File: config.mk
export PLATFORM = sky130hd
export DESIGN_NAME = serial_adder_ctrl
export DESIGN_NICKNAME = d
export VERILOG_FILES = /design/src/rtl/serial_adder_ctrl_pkg.sv /design/src/rtl/serial_adder_ctrl_fa.sv /design/src/rtl/serial_adder_ctrl.sv
export SDC_FILE = /design/constraint.sdc
export NUM_CORES = 1
export LEC_CHECK = 0
export ABC_AREA = 1
export BUFFER_PORTS_ARGS = -buffer_cell sky130_fd_sc_hd__buf_2
export CAP_MARGIN = 20
export CORE_MARGIN = 2
export CORE_UTILIZATION = 49
export CTS_BUF_LIST = sky130_fd_sc_hd__clkbuf_8 sky130_fd_sc_hd__clkbuf_16
export DETAILED_ROUTE_END_ITERATION = 6
export HOLD_SLACK_MARGIN = 0.1
export MAX_ROUTING_LAYER = met4
export PLACE_DENSITY = 0.71
export SYNTH_ARGS = -nofsm -noshare
export SYNTH_HDL_FRONTEND = slang
export SYNTH_SLANG_ARGS = --single-unit
File: constraint.sdc
create_clock -name clk -period 1.4 [get_ports clk]
set_clock_uncertainty 0.2 [all_clocks]
set_input_delay 0.21 -clock clk [delete_from_list [all_inputs] [get_ports clk]]
set_output_delay 0.21 -clock clk [all_outputs]
set_load 0.01 [all_outputs]
File: src/rtl/serial_adder_ctrl_pkg.sv
// Shared definitions for the bit-serial adder sequencer.
// State encoding and default operand width.
package serial_adder_ctrl_pkg;

    localparam int DEFAULT_WIDTH = 8;

    typedef enum logic [1:0] {
        ST_IDLE = 2'd0,
        ST_RUN  = 2'd1,
        ST_DONE = 2'd2
    } state_t;

endpackage

File: src/rtl/serial_adder_ctrl_fa.sv
// Single-bit full adder cell.
// It is time-shared by the serial adder sequencer.
module serial_adder_ctrl_fa (
    input  logic i_a,
    input  logic i_b,
    input  logic i_cin,
    output logic o_sum,
    output logic o_cout
);

    assign o_sum  = i_a ^ i_b ^ i_cin;
    assign o_cout = (i_a & i_b) | (i_cin & (i_a ^ i_b));

endmodule

File: src/rtl/serial_adder_ctrl.sv
// Bit-serial adder: one full-adder cell, LSB first, one bit per clock.
// Handshake is start/ready in, done pulse out; the result stays registered.
module serial_adder_ctrl
    import serial_adder_ctrl_pkg::*;
#(
    parameter int WIDTH = DEFAULT_WIDTH
) (
    input  logic             clk,
    input  logic             rst_n,
    input  logic             start,
    input  logic [WIDTH-1:0] a,
    input  logic [WIDTH-1:0] b,
    input  logic             cin,
    output logic             ready,
    output logic             done,
    output logic [WIDTH-1:0] sum,
    output logic             cout
);

    localparam int CW = (WIDTH > 1) ? $clog2(WIDTH) : 1;

    state_t           r_state;
    state_t           w_next;
    logic [WIDTH-1:0] r_opa;
    logic [WIDTH-1:0] r_opb;
    logic [WIDTH-1:0] r_acc;
    logic [WIDTH-1:0] r_sum;
    logic             r_carry;
    logic             r_cout;
    logic [CW-1:0]    r_cnt;
    logic             w_fa_sum;
    logic             w_fa_cout;
    logic             w_last;

    serial_adder_ctrl_fa u_fa (
        .i_a    (r_opa[0]),
        .i_b    (r_opb[0]),
        .i_cin  (r_carry),
        .o_sum  (w_fa_sum),
        .o_cout (w_fa_cout)
    );

    assign w_last = (r_cnt == CW'(WIDTH - 1));

    always_ff @(posedge clk or negedge rst_n) begin
        if (!rst_n) begin
            r_state <= ST_IDLE;
        end else begin
            r_state <= w_next;
        end
    end

    always_comb begin
        w_next = r_state;
        unique case (r_state)
            ST_IDLE: if (start) w_next = ST_RUN;
            ST_RUN:  if (w_last) w_next = ST_DONE;
            ST_DONE: w_next = ST_IDLE;
            default: w_next = ST_IDLE;
        endcase
    end

    always_ff @(posedge clk or negedge rst_n) begin
        if (!rst_n) begin
            r_opa   <= '0;
            r_opb   <= '0;
            r_acc   <= '0;
            r_carry <= 1'b0;
            r_cnt   <= '0;
            r_sum   <= '0;
            r_cout  <= 1'b0;
        end else begin
            unique case (r_state)
                ST_IDLE: begin
                    if (start) begin
                        r_opa   <= a;
                        r_opb   <= b;
                        r_carry <= cin;
                        r_cnt   <= '0;
                    end
                end
                ST_RUN: begin
                    r_opa   <= r_opa >> 1;
                    r_opb   <= r_opb >> 1;
                    r_carry <= w_fa_cout;
                    r_acc   <= {w_fa_sum, r_acc[WIDTH-1:1]};
                    r_cnt   <= r_cnt + CW'(1);
                    // Publish only the complete word, never a partial sum
                    if (w_last) begin
                        r_sum  <= {w_fa_sum, r_acc[WIDTH-1:1]};
                        r_cout <= w_fa_cout;
                    end
                end
                default: begin
                end
            endcase
        end
    end

    assign ready = (r_state == ST_IDLE);
    assign done  = (r_state == ST_DONE);
    assign sum   = r_sum;
    assign cout  = r_cout;

endmodule

Word-level counts from Yosys, hierarchy flattened
Cells that the tools add are included.

Input port bits: 20. Register bits after elaboration: 39. Word-level logic and storage cells: 35.

Add/sub/neg operators: 1. Reduce and logical (&&, ||, !) cells: 5. Eq/ne operators: 5. Mux-type cells: 11. Bitwise logic cells: 5.

Operators with widths (number): 8-bit case mux with 2 select lines (2); 8-bit two-way mux (2); 3-bit case mux with 2 select lines (1); 2-bit AND reduction (3); 2-bit two-way mux (2); 2-bit != test, second input constant (2); 2-bit case mux with 2 select lines (1); 3-bit by 1-bit adder with 3-bit output, second input constant (1); 3-bit equality test, second input constant (1); 3-bit two-way mux (1); 1-bit AND (2); 2-bit by 1-bit equality test with 1-bit output, second input constant (1); 2-bit equality test, second input constant (1); 2-bit zero test (1); 1-bit case mux with 2 select lines (1); 2-bit nonzero test (1); 1-bit XOR (2); 1-bit two-way mux (1); 1-bit bitwise OR (1).

Longest topological paths before layout
Word-level depth: 4. Gate-level depth with buffers: 7. Depth with buffers taken out: 6.

By module
A second synthesis with hierarchy kept.

Cells, all modules: 217. Area total of the unflattened synthesis: 1791.7 µm².

Modules (own cells, without submodules): serial_adder_ctrl (area an instance 1771.7 µm², cells an instance 216, instances 1); serial_adder_ctrl_fa (area an instance 20.0 µm², cells an instance 1, instances 1).

Worst setup path before layout
OpenSTA, ideal clock, no wires.

Kind: register -> register. From: register r_cnt[0]. To: register r_sum[5] (netlist: sum[5]). Path buffers: 1. Setup slack: -26 ps. Period minus slack after synthesis: 1426 ps. Arrival time: 1100 ps. Stages on the path, launching flop included: 6. Cells stage by stage: dfrtp_1 -> ha_1 -> ha_1 -> nand2_2 -> buf_6 -> o21ai_0.

Cells in the longest elaborated chain, start to end: 2.

Ends and longest elaborated chain: start, declared (line serial_adder_ctrl.sv:30) `logic [CW-1:0] r_cnt;`; start signal, assigned (line serial_adder_ctrl.sv:87) `r_cnt <= r_cnt + CW'(1);`; 3-bit equality test (line serial_adder_ctrl.sv:43) `assign w_last = (r_cnt == CW'(WIDTH - 1));`; 2-bit AND reduction (no line); end signal, assigned (line serial_adder_ctrl.sv:90) `r_sum <= {w_fa_sum, r_acc[WIDTH-1:1]};`; end, declared (line serial_adder_ctrl.sv:27) `logic [WIDTH-1:0] r_sum;`.

Every way passes these cells. A chain may end at the register's enable or synchronous reset.

Worst setup path in the final report
From: register r_state[0]. To: output port done.

Cells in the longest elaborated chain, start to end: 1.

Ends and longest elaborated chain: start, declared (line serial_adder_ctrl.sv:22) `state_t r_state;`; start signal, assigned (line serial_adder_ctrl.sv:49) `r_state <= w_next;`; 2-bit equality test (line serial_adder_ctrl.sv:101) `assign done = (r_state == ST_DONE);`; end, declared (line serial_adder_ctrl.sv:15) `output logic done,`.

Every way passes these cells.

==> impl_metrics.ini <==
[floorplan]
design.core.area_sq_um = 3606
die_x_microns = 64.70
io_pins = 31
dieArea_sq_um = 4186
start_util_pct = 50.07
rows = 22
die_h_microns = 64.70

[setup_path]
crit_arrival_ns = 1.07
path_max_fanout = 4
reg2reg_to = r_acc[5]
setup.worst_path.end = done
worstSetupPathType = flip-flop to output port
r2r_start = r_state[0]
crit_path_start_kind = flip-flop
startpoint = r_state[0]
worstPathRequired_ns = 0.99
max_stage_delay_ns = 0.45
slowest_stage = dfrtp_2
cp_cell_sequence = buf_6 -> nor2_4 -> buf_6
reg2reg_depth = 5
crit_top_cell = buf_6
ff2ff_setup_slack_ns = -0.04
cp-end-kind = output port

[logic_synthesis]
synth_edf_count = 0
synthMuxAreaShare_pct = 0
ys_top_cells_by_count = nand2_1 (84), inv_1 (39), dfrtp_1 (38), nand3_1 (17), o21ai_0 (13)
netlist_top_cells_area = dfrtp_1 (53%), nand2_1 (17%), inv_1 (8.1%)
syn-mean-instance-area_sq_um = 8.282
synth_ff_type = dfrtp_1
synthXorXnorAreaFrac_pct = 0
async_flop_share_pct = 100.0
ys_seq_area_share_pct = 52.67
synth_top_family_by_area = simple AND/OR/NAND/NOR gates
synthSimpleGateAreaFrac_pct = 25.36
yosysMostFrequentCell = nand2_1
synth-seq-cells = 38
netlist_instances = 218
synth_compound_area_share_pct = 5.475
synthDominantAreaCellType = dfrtp_1
ys_types = 20
netlist_area_sq_um = 1805
syn_nets = 241
yosysWarnings = 0
synth_top_area_share_pct = 52.67
synth_fa_ha_area_share_pct = 2.495

[drt]
wl_per_cell_microns = 11.54
first_iter_violations = 120
drt_wl_total_microns = 3924
dr.pass1.iters = 4
vias = 1596
viasPerCell = 4.694
drc_errors = 0
ant_nets = 0

[power]
p_switching_uw = 1915
pwr-share-seq_pct = 36.0
power_frac_comb_pct = 46.0
cellLeakagePower_uw = 0.001417
p_int_uw = 3330
sw_frac_of_total_pct = 36.51
max-vdd-ir-drop_v = 0.001287
p_per_area_nw_per_um2 = 2037
p_clk_share_pct = 17.9

[layout]
diodes = 0
nNetsFinal = 315
fill_cells = 281
postLayoutCellArea_sq_um = 2575
post-route-util_pct = 71.41
fin_cells = 340
drive_gt1_share_pct = 28.08
area_growth_pct = 42.62

[timing]
fmax_mhz = 676.0
final_hold_viol_count = 0
fin_ws_ns = -0.07919
tns_ns = -0.2596
rsz0062_at_grt = true
maxSlewViolCount = 0
tightest_slew_ns = 0.3546
setup_violations = 16
layout_worst_path_cycle_share_pct = 105.7
worst_slew_margin_rel_pct = 76.36
fin_crit_ns = 1.479

[global_routing]
antenna_found_initial = 0
track_usage_pct = 20.74
grt_pass1_wl_microns = 6403
grt_pass1_vias = 1505
grt-ovfl-total = 0
grt_max_degree = 26

[outcome]
status = finished, violations left
violations = setup timing

[clock_tree]
root_buffer = clkbuf_8
ctsLongestPathBuffers = 2
h-tree-depth = 2
cts_tree = done
clock_latency_ns = 0.29
numCtsBuffers = 5
cts.sinks = 38
cts.clk_slew.worst_paths_ns = 0.07

[placed_design]
place_area_sq_um = 2034
place.gp.congestion = 0.8081
dp_worst_setup_slack_ns = -0.03827
placedCellCount = 301
portBuffers = 30
dpl.hpwl_microns = 2399

[min_path]
hold_path.class = primary input to asynchronous set/reset pin

[job]
max-cap-violations = 0
## cell families (layout without fill, tap and decap cells)
kind of cell	count (synthesis)	in the layout
AOI/OAI and AO/OA	19	19
adders and majority gates	3	3
buffers and inverters	49	123
DFF	38	38
and+or+nand+nor	109	109
## state kept, by name (all words and copies together) (netlist names)
signal	flops
r_state	2
sum	8
r_opa	8
r_opb	8
cout	1
r_cnt	3
r_acc	7
r_carry	1
## placed cells by master, fill, tap and decap left out, drive strengths merged
cell type    synthesis  layout
buf                  8      54
o21ai               17      17
inv                 41      40
clkbuf               0       8
dfrtp               38      38
nor2                 4       4
fa                   1       1
clkinv               0       1
a21oi                2       2
ha                   2       2
nand2               88      88
nand3               17      17
dlygate4sd3          0      19
bufinv               0       1
## per-layer routing
| metal | share of wire [%] | global-route usage (%) |
|---|---|---|
| met5 | 0 | - |
| met4 | 2.6 | 8.245 |
| met3 | 3.4 | 5.903 |
| met2 | 48 | 32.73 |
| met1 | 46 | 25.29 |
## stage by stage
| step | total power [uW] | hold slack (ns) |
|---|---|---|
| 3_3_place_gp | 3620 | -0.06218 |
| 5_1_grt | 5691 | 0.1777 |
| 3_5_place_dp | 3685 | -0.06351 |
| 4_1_cts | 4855 | 0.1307 |
| 6_report | 5245 | 0.1657 |
| 2_1_floorplan | 3206 | -0.2856 |
## area by class of cell
type | count | area [sq um] | area share (%)
inverters | 41 | 168.9 | 6.560
clock inverters | 1 | 30.03 | 1.166
multi-input cells | 131 | 658.1 | 25.56
well taps | 48 | 60.06 | 2.332
flip-flops and latches | 38 | 953.4 | 37.03
repair buffers | 75 | 621.8 | 24.15
clock buffers | 6 | 82.58 | 3.207
## how the worst min path moves through the flow
stage | startpoint | end | slack (ns) | depth (start not counted)
global route | rst_n | sum[5] | 0.18 | 2
global placement | rst_n | sum[6] | -0.06 | 1
detailed placement | rst_n | sum[6] | -0.06 | 1
CTS | start | r_cnt[0] | 0.13 | 4
finish | rst_n | sum[5] | 0.17 | 2
floorplan | rst_n | cout | -0.29 | 0
## timing repair
action,4_1_cts,5_1_grt
endpoints found under the hold margin,55,0
gates resized for setup,18,15
pin swaps,3,3
cloned,1,2
setup endpoints to repair,8,35
hold buffers,19,0
buffers inserted,4,6
## power groups by stage
stage                     clock network [uW]  logic (uW)  registers, uW
after floorplan                            0        1330           1880
after global placement                     0        1750           1870
after detailed placement                   0        1800           1880
after CTS                                960        2020           1880
after global routing                    1020        2730           1940
final                                    942        2410           1890
## worst max-delay path: cells and delay by family (launching register included)
family | cells | cell delay [ns]
buf+inv | 2 | 0.24
flops | 1 | 0.45
simple gates | 1 | 0.08
(Power assumes the default switching activity.)
